[src/rtl/fetch_sequencer_pkg.sv]
`default_nettype none
// ============================================================================
// Module   : fetch_sequencer_pkg
// Purpose  : Shared definitions for the fetch sequencer and its redirect
//            decode. These are also used by the fetch/decode register flush
//            logic.
// Contents : NOP encoding, FSM state encoding, execute-stage PC-select codes.
// Revision : 1.0 - initial release
// ============================================================================
package fetch_sequencer_pkg;

   // addi x0, x0, 0 : presented whenever no real instruction is available
   localparam logic [31:0] NOP = 32'h0000_0013;

   typedef enum logic [2:0] {
      IDLE  = 3'd0,
      REQ   = 3'd1,
      WAIT  = 3'd2,
      HOLD  = 3'd3,
      DRAIN = 3'd4
   } fetch_state_e;

   typedef enum logic [1:0] {
      SEL_SEQ  = 2'b00,
      SEL_BR   = 2'b01,
      SEL_JAL  = 2'b10,
      SEL_JALR = 2'b11
   } pc_sel_e;

endpackage
`default_nettype wire

[src/rtl/fetch_sequencer_if.sv]
`default_nettype none
// ============================================================================
// Module   : fetch_sequencer_if
// Purpose  : Bundles the signals between the fetch sequencer and its
//            surroundings (execute redirect, back-end stall, instruction
//            cache read port, fetch/decode register).
// Modports : master - the fetch sequencer itself
//            slave  - the environment (cache, execute stage, pipeline reg)
// Revision : 1.0 - initial release
// ============================================================================
interface fetch_sequencer_if #(
   parameter int DATA_WIDTH   = 32,
   parameter int ADDRESS_BITS = 20
) ();

   // Back end / execute stage
   logic                    stall;
   logic [1:0]              next_PC_select_execute;
   logic                    branch_execute;
   logic [ADDRESS_BITS-1:0] redirect_target_execute;

   // Instruction cache read port
   logic                    icache_ready;
   logic                    icache_valid;
   logic [DATA_WIDTH-1:0]   icache_instruction;
   logic                    icache_read;
   logic [ADDRESS_BITS-1:0] icache_address;

   // Toward the fetch/decode pipeline register
   logic [ADDRESS_BITS-1:0] inst_PC_fetch;
   logic [DATA_WIDTH-1:0]   instruction_fetch;
   logic                    fetch_valid;

   modport master (
      input  stall,
      input  next_PC_select_execute,
      input  branch_execute,
      input  redirect_target_execute,
      input  icache_ready,
      input  icache_valid,
      input  icache_instruction,
      output icache_read,
      output icache_address,
      output inst_PC_fetch,
      output instruction_fetch,
      output fetch_valid
   );

   modport slave (
      output stall,
      output next_PC_select_execute,
      output branch_execute,
      output redirect_target_execute,
      output icache_ready,
      output icache_valid,
      output icache_instruction,
      input  icache_read,
      input  icache_address,
      input  inst_PC_fetch,
      input  instruction_fetch,
      input  fetch_valid
   );

endinterface
`default_nettype wire

[src/rtl/fetch_sequencer_redirect_decode.sv]
`default_nettype none
// ============================================================================
// Module   : fetch_sequencer_redirect_decode
// Purpose  : Combinational decode of an execute-stage control transfer.
//            Produces the redirect flag and the word-aligned target.
// Ports    : sel_i      - PC select from execute (seq/branch/JAL/JALR)
//            branch_i   - branch condition taken
//            target_i   - resolved target address
//            redirect_o - control flow leaves the sequential path
//            target_o   - target with the two low bits forced to zero
// Revision : 1.0 - initial release
// ============================================================================
module fetch_sequencer_redirect_decode
   import fetch_sequencer_pkg::*;
#(
   parameter int ADDRESS_BITS = 20
) (
   input  logic [1:0]              sel_i,
   input  logic                    branch_i,
   input  logic [ADDRESS_BITS-1:0] target_i,
   output logic                    redirect_o,
   output logic [ADDRESS_BITS-1:0] target_o
);

   localparam logic [ADDRESS_BITS-1:0] ALIGN_MASK = {{(ADDRESS_BITS-2){1'b1}}, 2'b00};

   pc_sel_e sel;
   assign sel = pc_sel_e'(sel_i);

   always_comb begin
      // A conditional branch only redirects when taken; jumps always do
      redirect_o = (sel == SEL_JALR) || (sel == SEL_JAL) ||
                   ((sel == SEL_BR) && branch_i);
      target_o   = target_i & ALIGN_MASK;
   end

endmodule
`default_nettype wire

[src/rtl/fetch_sequencer.sv]
`default_nettype none
// ============================================================================
// Module   : fetch_sequencer
// Purpose  : Owns the fetch PC, drives the instruction-cache read port and
//            presents returned instructions to the fetch/decode register.
//            It keeps at most one cache request outstanding. Responses made
//            stale by an execute-stage redirect are dropped.
// Ports    : clock  - system clock
//            reset  - asynchronous, active-high reset
//            bus    - fetch_sequencer_if.master (stall, redirect inputs,
//                     icache request/response, fetch outputs)
// Revision : 1.0 - initial release
// ============================================================================
module fetch_sequencer
   import fetch_sequencer_pkg::*;
#(
   parameter int                        DATA_WIDTH   = 32,
   parameter int                        ADDRESS_BITS = 20,
   parameter logic [ADDRESS_BITS-1:0]   RESET_PC     = '0
) (
   input  logic               clock,
   input  logic               reset,
   fetch_sequencer_if.master  bus
);

   localparam logic [DATA_WIDTH-1:0]   NOP_W  = DATA_WIDTH'(NOP);
   localparam logic [ADDRESS_BITS-1:0] PC_INC = ADDRESS_BITS'(4);

   fetch_state_e            state_q;
   logic [ADDRESS_BITS-1:0] pc_q;
   logic [ADDRESS_BITS-1:0] req_pc_q;
   logic [DATA_WIDTH-1:0]   hold_inst_q;

   logic                    redirect;
   logic [ADDRESS_BITS-1:0] redirect_target;

   fetch_sequencer_redirect_decode #(
      .ADDRESS_BITS (ADDRESS_BITS)
   ) u_redirect_decode (
      .sel_i      (bus.next_PC_select_execute),
      .branch_i   (bus.branch_execute),
      .target_i   (bus.redirect_target_execute),
      .redirect_o (redirect),
      .target_o   (redirect_target)
   );

   // ------------------------------------------------------------------------
   // State and PC registers. A redirect always wins over stall and normal
   // progress, whatever state the sequencer is in.
   // ------------------------------------------------------------------------
   always_ff @(posedge clock or posedge reset) begin
      if (reset) begin
         state_q     <= IDLE;
         pc_q        <= RESET_PC;
         req_pc_q    <= '0;
         hold_inst_q <= NOP_W;
      end else begin
         case (state_q)
            IDLE: begin
               // One bubble after reset release before the first request
               if (redirect) begin
                  pc_q <= redirect_target;
               end
               state_q <= REQ;
            end

            REQ: begin
               if (redirect) begin
                  pc_q <= redirect_target;
               end else if (!bus.stall && bus.icache_ready) begin
                  req_pc_q <= pc_q;
                  pc_q     <= pc_q + PC_INC;
                  state_q  <= WAIT;
               end
            end

            WAIT: begin
               if (bus.icache_valid) begin
                  if (redirect) begin
                     // Response belongs to the abandoned path
                     pc_q    <= redirect_target;
                     state_q <= REQ;
                  end else if (bus.stall) begin
                     // The pipeline register cannot take it yet, so keep it
                     hold_inst_q <= bus.icache_instruction;
                     state_q     <= HOLD;
                  end else begin
                     state_q <= REQ;
                  end
               end else if (redirect) begin
                  // Request still in flight: its response must be swallowed
                  pc_q    <= redirect_target;
                  state_q <= DRAIN;
               end
            end

            HOLD: begin
               if (redirect) begin
                  pc_q    <= redirect_target;
                  state_q <= REQ;
               end else if (!bus.stall) begin
                  state_q <= REQ;
               end
            end

            DRAIN: begin
               if (redirect) begin
                  pc_q <= redirect_target;
               end
               if (bus.icache_valid) begin
                  state_q <= REQ;
               end
            end

            default: begin
               state_q <= IDLE;
            end
         endcase
      end
   end

   // ------------------------------------------------------------------------
   // Outputs. fetch_valid follows the response in the same cycle so that
   // the cache latency equals the fetch latency. All outputs go quiet as
   // soon as reset forces the state back to IDLE.
   // ------------------------------------------------------------------------
   always_comb begin
      bus.icache_read       = 1'b0;
      bus.icache_address    = '0;
      bus.fetch_valid       = 1'b0;
      bus.instruction_fetch = NOP_W;
      bus.inst_PC_fetch     = '0;

      case (state_q)
         REQ: begin
            if (!redirect && !bus.stall) begin
               bus.icache_read    = 1'b1;
               bus.icache_address = pc_q;
            end
         end

         WAIT: begin
            if (bus.icache_valid && !redirect && !bus.stall) begin
               bus.fetch_valid       = 1'b1;
               bus.instruction_fetch = bus.icache_instruction;
               bus.inst_PC_fetch     = req_pc_q;
            end
         end

         HOLD: begin
            if (!redirect) begin
               bus.fetch_valid       = 1'b1;
               bus.instruction_fetch = hold_inst_q;
               bus.inst_PC_fetch     = req_pc_q;
            end
         end

         default: begin
         end
      endcase
   end

endmodule
`default_nettype wire

[src/flat_wrapper.sv]
// flat-port wrapper written by rule: the top's interface ports become plain ports
module fetch_sequencer_flat import fetch_sequencer_pkg::*;
#(
   parameter int                        DATA_WIDTH   = 32,
   parameter int                        ADDRESS_BITS = 20,
   parameter logic [ADDRESS_BITS-1:0]   RESET_PC     = '0
)
  (clock, reset, bus_stall, bus_next_PC_select_execute, bus_branch_execute, bus_redirect_target_execute, bus_icache_ready, bus_icache_valid, bus_icache_instruction, bus_icache_read, bus_icache_address, bus_inst_PC_fetch, bus_instruction_fetch, bus_fetch_valid);
  fetch_sequencer_if #(.DATA_WIDTH(DATA_WIDTH), .ADDRESS_BITS(ADDRESS_BITS)) bus_i ();
  input  logic clock;
  input  logic reset;
  input wire logic [$bits(bus_i.stall)-1:0] bus_stall;
  input wire logic [$bits(bus_i.next_PC_select_execute)-1:0] bus_next_PC_select_execute;
  input wire logic [$bits(bus_i.branch_execute)-1:0] bus_branch_execute;
  input wire logic [$bits(bus_i.redirect_target_execute)-1:0] bus_redirect_target_execute;
  input wire logic [$bits(bus_i.icache_ready)-1:0] bus_icache_ready;
  input wire logic [$bits(bus_i.icache_valid)-1:0] bus_icache_valid;
  input wire logic [$bits(bus_i.icache_instruction)-1:0] bus_icache_instruction;
  output wire logic [$bits(bus_i.icache_read)-1:0] bus_icache_read;
  output wire logic [$bits(bus_i.icache_address)-1:0] bus_icache_address;
  output wire logic [$bits(bus_i.inst_PC_fetch)-1:0] bus_inst_PC_fetch;
  output wire logic [$bits(bus_i.instruction_fetch)-1:0] bus_instruction_fetch;
  output wire logic [$bits(bus_i.fetch_valid)-1:0] bus_fetch_valid;
  assign bus_i.stall = bus_stall;
  assign bus_i.next_PC_select_execute = bus_next_PC_select_execute;
  assign bus_i.branch_execute = bus_branch_execute;
  assign bus_i.redirect_target_execute = bus_redirect_target_execute;
  assign bus_i.icache_ready = bus_icache_ready;
  assign bus_i.icache_valid = bus_icache_valid;
  assign bus_i.icache_instruction = bus_icache_instruction;
  assign bus_icache_read = bus_i.icache_read;
  assign bus_icache_address = bus_i.icache_address;
  assign bus_inst_PC_fetch = bus_i.inst_PC_fetch;
  assign bus_instruction_fetch = bus_i.instruction_fetch;
  assign bus_fetch_valid = bus_i.fetch_valid;
  fetch_sequencer #(.DATA_WIDTH(DATA_WIDTH), .ADDRESS_BITS(ADDRESS_BITS), .RESET_PC(RESET_PC)) u_core (.clock(clock), .reset(reset), .bus(bus_i));
endmodule
[config.mk]
export PLATFORM = sky130hd
export DESIGN_NAME = fetch_sequencer_flat
export DESIGN_NICKNAME = d
export VERILOG_FILES = /design/src/rtl/fetch_sequencer_pkg.sv /design/src/rtl/fetch_sequencer_if.sv /design/src/rtl/fetch_sequencer_redirect_decode.sv /design/src/rtl/fetch_sequencer.sv /design/src/flat_wrapper.sv
export SDC_FILE = /design/constraint.sdc
export NUM_CORES = 1
export LEC_CHECK = 0
export CORE_MARGIN = 2
export CORE_UTILIZATION = 46
export CTS_CLUSTER_DIAMETER = 40
export DETAILED_ROUTE_END_ITERATION = 10
export HOLD_SLACK_MARGIN = 0.15
export PLACE_DENSITY = 0.81
export SYNTH_ARGS = -nofsm -noshare
export SYNTH_HDL_FRONTEND = slang
export SYNTH_SLANG_ARGS = --single-unit
[constraint.sdc]
create_clock -name clock -period 2.6 [get_ports clock]
set_input_delay 0.26 -clock clock [delete_from_list [all_inputs] [get_ports clock]]
set_output_delay 0.26 -clock clock [all_outputs]
set_load 0.05 [all_outputs]
; ---- Word level (Yosys, flattened, before mapping)
; Cells that the tools add are included.
[classes]
addsub = 1
n_mul = 0
div_mod_pow = 0
magnitude_cmp = 0
eq_ne = 14
n_shift = 0
n_mux = 27
n_bitwise = 1
reduce_logical = 16
[op_table]
columns = operator, count
row1 = two-way mux 20 bit, 7
row2 = case mux 20 bit (2 select lines), 2
row3 = two-way mux 32 bit, 2
row4 = case mux 32 bit (2 select lines), 1
row5 = two-way mux 3 bit, 8
row6 = adder 20 x 3 -> 20 bit (second input constant), 1
row7 = case mux 3 bit (5 select lines), 1
row8 = == test 3 x 2 -> 1 bit (second input constant), 2
row9 = != test 3 x 2 -> 1 bit (second input constant), 2
row10 = AND reduction 3 bit, 2
row11 = logical AND 1 bit, 5
row12 = AND reduction 5 bit, 1
row13 = == test 2 bit (second input constant), 2
row14 = two-way mux 1 bit, 4
row15 = != test 2 x 1 -> 1 bit (second input constant), 2
row16 = != test 2 bit (second input constant), 2
row17 = AND reduction 4 bit, 1
row18 = OR reduction 4 bit, 1
row19 = == test 3 x 1 -> 1 bit (second input constant), 1
row20 = == test 3 bit (second input constant), 1
row21 = zero test 3 bit, 1
row22 = != test 3 x 1 -> 1 bit (second input constant), 1
row23 = == test 2 x 1 -> 1 bit (second input constant), 1
row24 = zero test 1 bit, 2
row25 = other kinds (5), 6
[word_totals]
reg_bits = 75
latchBits = 0
mem_bits_rw = 0
rom_bits = 0
in_bits = 60
out_inout_bits = 74
word_cells = 63
n_memories = 0

; ---- Logic depth before layout (Yosys ltp)
; Gate-level depths: netlist of run 1.
[logic_depth]
ltp_word = 8
ltp_mapped = 7
ltp_nobuf = 6

; ---- Hierarchy
; From an unflattened synthesis of run 1, not the netlist that was laid out.
[hier_totals]
hier_cells = 386
area_unflattened_um2 = 4184.0
[modules_own_cells]
columns = mod, n_inst, cells_each, area_per_inst_um2, seq_area_each_um2
row1 = fetch_sequencer, 1, 364, 4022.6, 1880.6
row2 = fetch_sequencer_redirect_decode, 1, 22, 161.4, 0.0

; ---- Least setup slack after synthesis of run 1
; OpenSTA, ideal clock, no wires.
[synth_timing]
kind = reg-to-output
startpoint = register u_core.state_q[1]
endpoint = output port bus_inst_PC_fetch[10]
t_arrival_ns = 2.099
required_ns = 2.340
path_slack_ns = 0.241
stages_incl_launch_ff = 6
n_path_buf = 1
cell_sequence = dfrtp_1 and2b_1 nand2_1 nor2_1 clkbuf_1 and2_1
[synth_via]
elab_chain_len = 2
elab_cells_between_ends = 3
cone_classes = eq/ne: 2 / mux: 1
[synth_lines]
columns = element, line_no
row1 = start: declaration, fetch_sequencer.sv:29  ; fetch_state_e state_q;
row2 = start signal: assignment, fetch_sequencer.sv:53  ; state_q <= IDLE;
row3 = start signal: assignment, fetch_sequencer.sv:64  ; state_q <= REQ;
row4 = start signal: assignment, fetch_sequencer.sv:73  ; state_q <= WAIT;
row5 = == test 3 x 2 -> 1 bit, fetch_sequencer.sv:134  ; case (state_q)
row6 = case mux 20 bit (2 select lines) *, fetch_sequencer.sv:134
row7 = end: declaration, flat_wrapper.sv:21  ; output wire logic [$bits(bus_i.inst_PC_fetch)-1:0] bus_inst_PC_fetch;
; Every way passes the cells marked *; elsewhere a longest branch is shown, timed or not.

; ---- Final worst setup path of run 1
[layout_timing]
startpoint = register u_core.state_q[2]
endpoint = output port bus_instruction_fetch[18]
[layout_via]
elab_chain_len = 2
elab_cells_between_ends = 3
cone_classes = eq/ne: 2 / mux: 1
[layout_lines]
columns = element, line_no
row1 = == test 3 x 2 -> 1 bit, fetch_sequencer.sv:134
row2 = case mux 32 bit (2 select lines) *, fetch_sequencer.sv:134
row3 = end: declaration, flat_wrapper.sv:22  ; output wire logic [$bits(bus_i.instruction_fetch)-1:0] bus_instruction_fetch;
; Marked as above.

==> reports/summary.md, run 1 <==
• complete, no violations — result of the run
• 5 — 1st-pass router iterations
• 0 — fin. max-slew vios
• 3450 — vias in the first global route
• 0 — total count of hold-check failures in the final report
• 350 ps — clock insertion delay at the later pin of the skew report
• 50 — number of unique standard cell types used by synthesis
• 2 — buffers from clock root to sink, at most
• 96.0 um — Die Ht
• 16600 um — first-pass GRT wire length
• 9 — cts bufs inserted
• 0.00389 mm^2 — mapped cell area
• 40 — pin count of the biggest net entering global routing
• sky130_fd_sc_hd__dfrtp_1 — prevailing post-synth register cell
• 9.15 ps — clock skew after layout
• 71 — number of register bits inferred by synthesis
• 23.6% — Total GRT Usage
• 2190 ps — CP arrival
• 127 — number of port buffers
• 0 — count of unresolved DRC violations after routing
• sky130_fd_sc_hd__buf_12 — most common library cell in the layout ignoring fill and taps
• 3.06 mW — total power of the final layout
• 58.0% — synthesis-to-layout area growth
• 45.7% — share of the yosys chip area belonging to registers
• 3489 — via count
• sky130_fd_sc_hd__clkbuf_8 — CTS Root Buffer Type
• 33 — Core Rows
• 29.0% — fraction of layout instances using a drive strength above 1
• 307 ps — worst slack, placed
• sky130_fd_sc_hd__buf_12 — crit-path most repeated cell
• flip-flop — Critical Path Source Type
• 553 — Final #Nets
• 74.9% — utilization after layout
• 0 — initial antenna violation count
• 0.00922 mm^2 — die footprint
• 17.4 um — WL/cell
• 0 — antenna-violating nets left
• 0.408 GHz — timing-limited maximum frequency
• 96.0 um — die width
• 490 ps — maximum single-stage delay on the critical path
• 29 — largest fanout of any net on the critical path
• input pin to async pin — Hold/Removal Path Class
• flip-flop to output port — WS Path Type
• 0.00822 mm^2 — area inside the core boundary
• and2b_1, nand2_1, nor4b_4, buf_12, a22o_1, buf_12 — cell-by-cell trace of the critical path
• 0 — Yosys warning count
• 100% — FFs w/ async S/R, synth
• 10500 um — total routed wirelength
• 47.4% — effective utilization at floorplan
• 2340 ps — critical path data required time
• 94.2% — period utilisation layout
• 0.872 — routability cong.
• 670 ps — worst slew pin tran
• built — TritonCTS clock tree
• 71 — clock sinks
• output port — critical path capture point type
• 3 — Clock H-tree levels
• false — unrepaired setup endpoints after global routing
• 10.6 um^2 — synthesized area divided by synthesized cell count
• 2 — CP bufs+invs
• 520 ps — flop-to-flop setup slack
• 0 — diode count
• 0 — final setup violating endpoints
• 55.3% — Rel. slew slack
• simple AND/OR/NAND/NOR gates — cell class contributing the biggest share of worst-path delay
• 150 ps — setup slack after layout
• 208 — initial drt markers
• 0 — number of enable flip-flop cells after synthesis
• 0 — GR Overflow Total
• 366 — instance count of the mapped netlist
• 2.65 nW — leakage power
• 80 ps — clock edge transition at the registers on the reported setup and hold paths
• 69 x sky130_fd_sc_hd__buf_12, 67 x sky130_fd_sc_hd__dfrtp_1, 57 x sky130_fd_sc_hd__clkdlybuf4s50_1, 36 x sky130_fd_sc_hd__and2_1, 31 x sky130_fd_sc_hd__mux2_2 — commonest cells after routing, fill and taps aside
• 0.000376 V — Peak VDD IR
• 0 ps — post-route setup TNS
• 0 — number of max-cap violations
• 7480 um — Detail Placement HPWL
• sky130_fd_sc_hd__dfrtp_2 — Slowest-stage cell, CP
• 2450 ps — min cycle time layout
• 5.80 — detailed-route vias per instance
• 497 mW/mm^2 — power density over cell area
• 134 — number of I/O pins
==> synthesized netlist by cell type (2+ instances only) <==
library cell               instances  share of area (%)
sky130_fd_sc_hd__dfrtp_1          68                 44
sky130_fd_sc_hd__and2_1           36                5.8
sky130_fd_sc_hd__mux2_2           31                9.0
sky130_fd_sc_hd__a22o_1           30                6.7
sky130_fd_sc_hd__nand2_1          23                2.2
sky130_fd_sc_hd__a21oi_1          18                2.3
sky130_fd_sc_hd__o21ai_0          18                2.3
sky130_fd_sc_hd__mux2_1           16                4.6
sky130_fd_sc_hd__nor2_1           15                1.4
sky130_fd_sc_hd__nand3_1          14                1.8
sky130_fd_sc_hd__buf_2            12                1.5
sky130_fd_sc_hd__o22a_1           10                2.2
sky130_fd_sc_hd__buf_4             7                1.3
sky130_fd_sc_hd__inv_1             7               0.67
sky130_fd_sc_hd__clkbuf_1          6               0.58
sky130_fd_sc_hd__nor3_1            4               0.51
sky130_fd_sc_hd__o22ai_1           4               0.64
sky130_fd_sc_hd__a22oi_1           3               0.58
sky130_fd_sc_hd__buf_6             3               0.87
sky130_fd_sc_hd__dfstp_2           3                2.0
sky130_fd_sc_hd__nand4_1           3               0.48
sky130_fd_sc_hd__a21o_1            2               0.39
sky130_fd_sc_hd__a31oi_1           2               0.32
sky130_fd_sc_hd__and3_1            2               0.32
sky130_fd_sc_hd__nand2b_1          2               0.32
sky130_fd_sc_hd__nor4_2            2               0.64
sky130_fd_sc_hd__o2bb2a_1          2               0.51
==> metrics by stage <==
stage               hold WS (ps)  cells  cell area [um^2]
detailed placement           469    586              5930
finish                       348    602              6150
floorplan                    331    369              3910
global route                 412    602              6150
global placement             461    586              5930
CTS                          370    602              6150
==> power breakdown <==
| group | switching (mW) | total (mW) | internal (mW) | leakage, nW |
|---|---|---|---|---|
| clock | 0.430 | 0.972 | 0.541 | 0.110 |
| combinational | 0.350 | 0.688 | 0.338 | 1.66 |
| sequential | 0.139 | 1.40 | 1.26 | 0.885 |
| total | 0.919 | 3.06 | 2.14 | 2.65 |
==> area by class of cell <==
class	instances	area, um^2
repair buffers	140	2060
clock buffers	9	124
flip-flops and latches	71	1780
multi-input cells	263	1940
inverters	7	26.3
well taps	105	131
fillers	552	2060
clock inverters	7	95.1
==> metal layers <==
layer	wire length, um	up-vias	track usage (%)
met4	188	0	9.17
li1	-	1583	-
met5	0	-	0
met2	5230	205	40.3
met1	4000	1684	28.5
met3	1040	17	5.79
==> path summary, 6_finish.rpt <==
kind | from | endpoint | depth (start not counted)
max | u_core.state_q[2]$_DFFE_PP0P_ | bus_instruction_fetch[18] | 6
min | reset | u_core.hold_inst_q[5]$_DFFE_PP0P_ | 2
max reg2reg | u_core.state_q[2]$_DFFE_PP0P_ | u_core.hold_inst_q[21]$_DFFE_PP0P_ | 5
min reg2reg | u_core.req_pc_q[13]$_DFFE_PP0P_ | u_core.req_pc_q[13]$_DFFE_PP0P_ | 2
max in group asynchronous | reset | u_core.state_q[2]$_DFFE_PP0P_ | 3
min in group clock | bus_redirect_target_execute[2] | u_core.pc_q[2]$_DFFE_PP0P_ | 3
==> cells by family (layout without fill, tap and decap cells) <==
| group | count (synthesis) | in the layout | synth area share, % |
|---|---|---|---|
| AND/OR/NAND/NOR | 112 | 112 | 16.9 |
| flip-flops | 71 | 71 | 45.7 |
| other | 1 | 4 | 0.0963 |
| multiplexers | 47 | 47 | 13.6 |
| buffers and inverters | 35 | 163 | 5.01 |
| AO/OA/AOI/OAI | 99 | 99 | 18.4 |
| adder cells (fa/ha/maj) | 1 | 1 | 0.321 |
==> sequential cells by signal, summed over array words and instances (netlist names) <==
register	count
u_core.pc_q	18
u_core.state_q	3
u_core.hold_inst_q	32
u_core.req_pc_q	18
==> repair_timing <==
action | CTS | global route
hold buffers | 0 | 0
endpoints found under the setup margin | 0 | 29
resized for setup | 0 | 1
setup buffers | 0 | 0
Power figures use the tool's default switching activity.
==> run 2: changes to the inputs <==
Settings changed: CORE_MARGIN 2 to 10, CORE_UTILIZATION 46 to 50, CTS_BUF_LIST set to sky130_fd_sc_hd__clkbuf_2 sky130_fd_sc_hd__clkbuf_4 sky130_fd_sc_hd__clkbuf_8, DONT_BUFFER_PORTS set to 1, PLACE_DENSITY 0.81 to unset.
==> run 2 against run 1 <==
Net effect:
- clock-buffer cell count up 2
- clock power down 17%
- total power down 10%
- worst hold slack worse by 180 ps
- worst setup slack better by 4.8 ps
- clock skew down 3.1 ps
- sequential cell count unchanged
- first-iteration DRC count down 36%
- fmax up 0.20%
- critical path type unchanged
- largest power group unchanged
==> reports/summary.md, run 2 (synthesis results as in run 1) <==
• complete, no violations — result of the run, unchanged
• 2.32 nW — leakage power, was 2.65 nW
• 68 x sky130_fd_sc_hd__dfrtp_1, 38 x sky130_fd_sc_hd__dlygate4sd3_1, 38 x sky130_fd_sc_hd__buf_4, 36 x sky130_fd_sc_hd__and2_1, 31 x sky130_fd_sc_hd__mux2_2 — commonest cells after routing, fill and taps aside, was 69 x sky130_fd_sc_hd__buf_12, 67 x sky130_fd_sc_hd__dfrtp_1, 57 x sky130_fd_sc_hd__clkdlybuf4s50_1, 36 x sky130_fd_sc_hd__and2_1, 31 x sky130_fd_sc_hd__mux2_2
• sky130_fd_sc_hd__dfrtp_1 — most common library cell in the layout ignoring fill and taps, was sky130_fd_sc_hd__buf_12
• 32 — flip-flop count of the largest register, all copies and words added, unchanged
• 501 — instance count after placement with tap cells included, was 586
• 134 — number of I/O pins, unchanged
• 2 — buffers from clock root to sink, at most, unchanged
• 2340 ps — critical path data required time, about the same
• 0.00765 mm^2 — area inside the core boundary, was 0.00822 mm^2
• 32.7% — synthesis-to-layout area growth, was 58.0%
• sky130_fd_sc_hd__buf_4 — crit-path most repeated cell, was sky130_fd_sc_hd__buf_12
• 0.000482 V — Peak VDD IR, was 0.000376 V
• 263 ps — worst slack, placed, was 307 ps
• nand2b_1, nor4_4, buf_4, buf_4, and2_1, buf_4 — cell-by-cell trace of the critical path, was and2b_1, nand2_1, nor4b_4, buf_12, a22o_1, buf_12
• input pin to flip-flop — Hold/Removal Path Class, was input pin to async pin
• 3275 — vias in the first global route, was 3450
• 80 ps — clock edge transition at the registers on the reported setup and hold paths, about the same
• 155 ps — setup slack after layout, was 150 ps
• 4 — 1st-pass router iterations, was 5
• flip-flop — Critical Path Source Type, unchanged
• 0 — count of unresolved DRC violations after routing, unchanged
• sky130_fd_sc_hd__dfrtp_1 — Slowest-stage cell, CP, was sky130_fd_sc_hd__dfrtp_2
• 5.68 — detailed-route vias per instance, was 5.80
• 848 ps — worst slew pin tran, was 670 ps
• 0.0117 mm^2 — die footprint, was 0.00922 mm^2
• simple AND/OR/NAND/NOR gates — cell class contributing the biggest share of worst-path delay, unchanged
• output port — critical path capture point type, unchanged
• 108 um — die width, was 96.0 um
• 557 — non-filler instance count after layout, was 602
• 50.9% — effective utilization at floorplan, was 47.4%
• 0 — total count of hold-check failures in the final report, unchanged
• 3162 — via count, was 3489
• 0 ps — post-route setup TNS, unchanged
• false — unrepaired setup endpoints after global routing, unchanged
• 94.0% — period utilisation layout, was 94.2%
• 9 — cts bufs inserted, unchanged
• 3 — CP bufs+invs, was 2
• u_core.hold_inst_q (32), u_core.pc_q (18), u_core.req_pc_q (18) — largest registers in the final layout, unchanged
• 530 mW/mm^2 — power density over cell area, was 497 mW/mm^2
• 0 — initial antenna violation count, unchanged
• 72 — pin count of the biggest net entering global routing, was 40
• 133 — initial drt markers, was 208
• 18.0% — Total GRT Usage, was 23.6%
• built — TritonCTS clock tree, unchanged
• 19.4 um — WL/cell, was 17.4 um
• 6.05 ps — clock skew after layout, was 9.15 ps
• 32 — Core Rows, was 33
• 0 — GR Overflow Total, unchanged
• flip-flop to output port — WS Path Type, unchanged
• 511 — Final #Nets, was 553
• 3 — Clock H-tree levels, unchanged
• 0.409 GHz — timing-limited maximum frequency, was 0.408 GHz
• 0 — final setup violating endpoints, unchanged
• 0 — antenna-violating nets left, unchanged
• 7500 um — Detail Placement HPWL, was 7480 um
• 0.892 — routability cong., was 0.872
• 0 — fin. max-slew vios, unchanged
• 2450 ps — min cycle time layout, about the same
• 0 — diode count, unchanged
• 12 — largest fanout of any net on the critical path, was 29
• 620 — filler cell count, was 552
• sky130_fd_sc_hd__clkbuf_8 — CTS Root Buffer Type, unchanged
• 2190 ps — CP arrival, about the same
• 0 — number of max-cap violations, unchanged
• 108 um — Die Ht, was 96.0 um
• 71 — clock sinks, unchanged
• 0.00178 mm^2 — storage element area, about the same
• 330 ps — clock insertion delay at the later pin of the skew report, was 350 ps
• 620 ps — maximum single-stage delay on the critical path, was 490 ps
• 17200 um — first-pass GRT wire length, was 16600 um
• 26.8% — fraction of layout instances using a drive strength above 1, was 29.0%
• u_core.hold_inst_q — Top reg by flops, unchanged
• 10800 um — total routed wirelength, was 10500 um
• 43.5% — Rel. slew slack, was 55.3%
• 0.00195 mm^2 — footprint of the multi-input gates, was 0.00194 mm^2
• 0 — number of port buffers, was 127
==> run 2: cell count changes in the layout (fill, tap and decap cells not counted), sizes merged <==
cell | before | now
inv | 8 | 7
clkdlybuf4s50 | 57 | 0
bufinv | 2 | 0
clkinv | 3 | 2
clkinvlp | 1 | 3
dlygate4sd3 | 0 | 38
buf | 83 | 60
clkbuf | 9 | 11
==> run 2: layout make-up <==
cell class | count | share of cell area, %
multi-input cells | 263 | 37.8
flip-flops and latches | 71 | 34.5
repair buffers | 98 | 21.2
clock buffers | 11 | 2.93
well taps | 102 | 2.47
clock inverters | 5 | 0.630
inverters | 7 | 0.508
==> run 2: report_power, final <==
group	internal (mW)	leakage, nW	total, mW	switching, mW
sequential	1.26	0.887	1.40	0.136
clock	0.395	0.0873	0.810	0.415
combinational	0.223	1.34	0.533	0.310
==> run 2: metrics by stage <==
stage | util [%] | instance area [um^2] | hold WS, ps | total power, mW
floorplan | - | 3910 | 331 | 1.77
global placement | 59.9 | 4580 | 263 | 1.88
detailed placement | 59.9 | 4580 | 261 | 1.91
CTS | 67.3 | 5150 | 153 | 2.77
global route | 67.6 | 5170 | 178 | 2.90
finish | 67.6 | 5170 | 168 | 2.74
==> run 2: path summary, 6_finish.rpt <==
kind / start / to / slack, ps / depth (start not counted)
max: u_core.state_q[0]$_DFFE_PP0P_ / bus_icache_address[12] / 150 / 6
min: bus_redirect_target_execute[12] / u_core.pc_q[12]$_DFFE_PP0P_ / 170 / 3
max reg2reg: u_core.state_q[0]$_DFFE_PP0P_ / u_core.req_pc_q[11]$_DFFE_PP0P_ / 530 / 3
min reg2reg: u_core.req_pc_q[7]$_DFFE_PP0P_ / u_core.req_pc_q[7]$_DFFE_PP0P_ / 480 / 2
max in group asynchronous: reset / u_core.hold_inst_q[1]$_DFFE_PP1P_ / 1810 / 3
min in group asynchronous: reset / u_core.hold_inst_q[2]$_DFFE_PP0P_ / 450 / 3
==> run 2: worst register-to-register path, stage by stage (launching register included) <==
cell and delay, ps:
sky130_fd_sc_hd__dfrtp_1 620, sky130_fd_sc_hd__nand4bb_4 180, sky130_fd_sc_hd__or3_1 700, sky130_fd_sc_hd__mux2_1 460
==> run 2: timing repair <==
| action | in CTS | in global routing |
|---|---|---|
| hold endpoints to repair | 105 | 0 |
| gates resized for setup | 1 | 1 |
| hold buffers | 38 | 0 |
| pin swaps | 0 | 1 |
| setup endpoints to repair | 29 | 23 |
| buffers inserted | 0 | 2 |
==> run 2: routing by layer <==
| metal | up-vias | global-route usage, % | share of wire, % |
|---|---|---|---|
| met1 | 1549 | 21.0 | 40 |
| li1 | 1501 | - | - |
| met3 | 7 | 5.47 | 8.6 |
| met4 | 0 | 4.90 | 0.76 |
| met5 | - | 0 | 0 |
| met2 | 105 | 31.2 | 51 |
==> run 3: changes to the inputs <==
--- a/constraint.sdc
+++ b/constraint.sdc
@@ -3,2 +3,2 @@
 set_output_delay 0.26 -clock clock [all_outputs]
-set_load 0.05 [all_outputs]
+set_load 0.005 [all_outputs]
==> run 3 against run 2 <==
Net effect:
- fmax is 6.1% higher
- routed wire length down 4.4%
- cell count is 8.3% lower
- critical endpoint is now bus_instruction_fetch[2]
- largest power group unchanged
==> reports/summary.md, run 3 (synthesis results as in run 1) <==
• flip-flop to output port — WS Path Type, unchanged
• 16400 um — first-pass GRT wire length, was 17200 um
• 32 — flip-flop count of the largest register, all copies and words added, unchanged
• 50.9% — effective utilization at floorplan, unchanged
• output port — critical path capture point type, unchanged
• 490 ps — maximum single-stage delay on the critical path, was 620 ps
• 0 — fin. max-slew vios, unchanged
• 0 — antenna-violating nets left, unchanged
• 9 — cts bufs inserted, unchanged
• 0 — initial antenna violation count, unchanged
• 0 — total count of hold-check failures in the final report, unchanged
• 0.840 — routability cong., was 0.892
• 82 — initial drt markers, was 133
• 68 x sky130_fd_sc_hd__dfrtp_1, 42 x sky130_fd_sc_hd__dlygate4sd3_1, 36 x sky130_fd_sc_hd__and2_1, 31 x sky130_fd_sc_hd__mux2_2, 30 x sky130_fd_sc_hd__a22o_1 — commonest cells after routing, fill and taps aside, was 68 x sky130_fd_sc_hd__dfrtp_1, 38 x sky130_fd_sc_hd__dlygate4sd3_1, 38 x sky130_fd_sc_hd__buf_4, 36 x sky130_fd_sc_hd__and2_1, 31 x sky130_fd_sc_hd__mux2_2
• 0.00765 mm^2 — area inside the core boundary, unchanged
• 0 — post-CTS setup buffer count, unchanged
• 465 — Final #Nets, was 511
• 5 — Stages on worst setup path, was 6
• 603 mW/mm^2 — power density over cell area, was 530 mW/mm^2
• 0 — number of port buffers, unchanged
• 0.0117 mm^2 — die footprint, unchanged
• 2 — buffers from clock root to sink, at most, unchanged
• 17.4% — fraction of layout instances using a drive strength above 1, was 26.8%
• 3105 — vias in the first global route, was 3275
• 0 — GR Overflow Total, unchanged
• 29 — largest fanout of any net on the critical path, was 12
• 890 ps — worst slew pin tran, was 848 ps
• 134 — number of I/O pins, unchanged
• met2 — busiest grt layer, unchanged
• 393 ps — worst slack, placed, was 263 ps
• u_core.hold_inst_q (32), u_core.pc_q (18), u_core.req_pc_q (18) — largest registers in the final layout, unchanged
• sky130_fd_sc_hd__clkbuf_8 — CTS Root Buffer Type, unchanged
• 0 — final setup violating endpoints, unchanged
• sky130_fd_sc_hd__dfrtp_1 — most common library cell in the layout ignoring fill and taps, unchanged
• 17.6% — Total GRT Usage, was 18.0%
• u_core.hold_inst_q — Top reg by flops, unchanged
• 5.94 ps — clock skew after layout, was 6.05 ps
• 0.000324 V — Peak VDD IR, was 0.000482 V
• 0 — number of max-cap violations, unchanged
• 71 — clock sinks, unchanged
• 5.83 — detailed-route vias per instance, was 5.68
• 296 ps — setup slack after layout, was 155 ps
• 20.2 um — WL/cell, was 19.4 um
• 2 — hold-critical path depth, was 3
• sky130_fd_sc_hd__dfrtp_1 — Slowest-stage cell, CP, unchanged
• 1 — CP bufs+invs, was 3
• 60.1% — utilization after layout, was 67.6%
• 2340 ps — critical path data required time, about the same
• 4 — 1st-pass router iterations, unchanged
• 88.6% — period utilisation layout, was 94.0%
• 29.7% — M2 GR Usage, was 31.2%
• flip-flop — Critical Path Source Type, unchanged
• 0 — diode count, unchanged
• complete, no violations — result of the run, unchanged
• 108 um — die width, unchanged
• 0 — count of unresolved DRC violations after routing, unchanged
• 340 ps — clock insertion delay at the later pin of the skew report, was 330 ps
• 0 ps — post-route setup TNS, unchanged
• 40.6% — Rel. slew slack, was 43.5%
• 2300 ps — min cycle time layout, was 2450 ps
• 0.434 GHz — timing-limited maximum frequency, was 0.409 GHz
• and2b_1, nand2_1, nor4b_4, buf_4, a22o_1 — cell-by-cell trace of the critical path, was nand2b_1, nor4_4, buf_4, buf_4, and2_1, buf_4
• 108 um — Die Ht, unchanged
• 2040 ps — CP arrival, was 2190 ps
• 6970 um — Detail Placement HPWL, was 7500 um
• 18.0% — synthesis-to-layout area growth, was 32.7%
• 6.54% — global routing met3 resource utilization, was 5.47%
• 500 ps — flop-to-flop setup slack, was 530 ps
• 70 ps — clock edge transition at the registers on the reported setup and hold paths, was 80 ps
• 72 — pin count of the biggest net entering global routing, unchanged
• simple AND/OR/NAND/NOR gates — cell class contributing the biggest share of worst-path delay, unchanged
• 2980 — via count, was 3162
• 20.0% — grt met1 use, was 21.0%
• 3 — path depth of the worst reg2reg path, unchanged
• 2.03 nW — leakage power, was 2.32 nW
• false — unrepaired setup endpoints after global routing, unchanged
• 3 — Clock H-tree levels, unchanged
• built — TritonCTS clock tree, unchanged
• 10300 um — total routed wirelength, was 10800 um
• input pin to flip-flop — Hold/Removal Path Class, unchanged
• 32 — Core Rows, unchanged
## run 3: power by group
part | switching [mW] | internal [mW]
sequential | 0.133 | 1.26
combinational | 0.201 | 0.206
clock | 0.400 | 0.570
## run 3: layer usage
layer | wire length, um | vias to the layer above
met2 | 5160 | 83
met4 | 180 | 0
met1 | 4060 | 1472
met5 | 0 | -
met3 | 934 | 13
li1 | - | 1412
## run 3: final cells by class
cell class	count	area, um^2
fillers	661	3050
multi-input cells	263	1950
flip-flops and latches	71	1780
repair buffers	52	495
clock buffers	12	146
well taps	102	128
clock inverters	4	70.1
inverters	7	26.3
## run 3: path summary, 6_finish.rpt
path                                                 from                         endpoint
setup / recovery            u_core.state_q[1]$_DFFE_PP0P_         bus_instruction_fetch[2]
hold / removal                           bus_icache_valid    u_core.state_q[0]$_DFFE_PP0P_
setup reg to reg            u_core.state_q[0]$_DFFE_PP0P_   u_core.req_pc_q[5]$_DFFE_PP0P_
hold reg to reg            u_core.req_pc_q[7]$_DFFE_PP0P_   u_core.req_pc_q[7]$_DFFE_PP0P_
max in group asynchronous                           reset      u_core.pc_q[13]$_DFFE_PP0P_
min in group asynchronous                           reset  u_core.req_pc_q[12]$_DFFE_PP0P_
## run 3: worst register-to-register path: stages (launching register included)
cell and delay (ps):
sky130_fd_sc_hd__dfrtp_1 630, sky130_fd_sc_hd__nand4bb_4 180, sky130_fd_sc_hd__or3_1 710, sky130_fd_sc_hd__mux2_1 460
## run 3: per-stage QoR
stage	power [mW]	area [um^2]	instances	hold slack, ps
CTS	2.80	4590	511	150
finish	2.77	4600	511	164
floorplan	1.67	3910	369	331
global route	2.93	4600	511	152
global placement	1.76	3960	453	336
detailed placement	1.78	3960	453	338
## run 3: repair_timing
| item | CTS | global route |
|---|---|---|
| setup endpoints to repair | 0 | 29 |
| endpoints found under the hold margin | 109 | 0 |
| hold buffers | 42 | 0 |
| resized for setup | 0 | 1 |
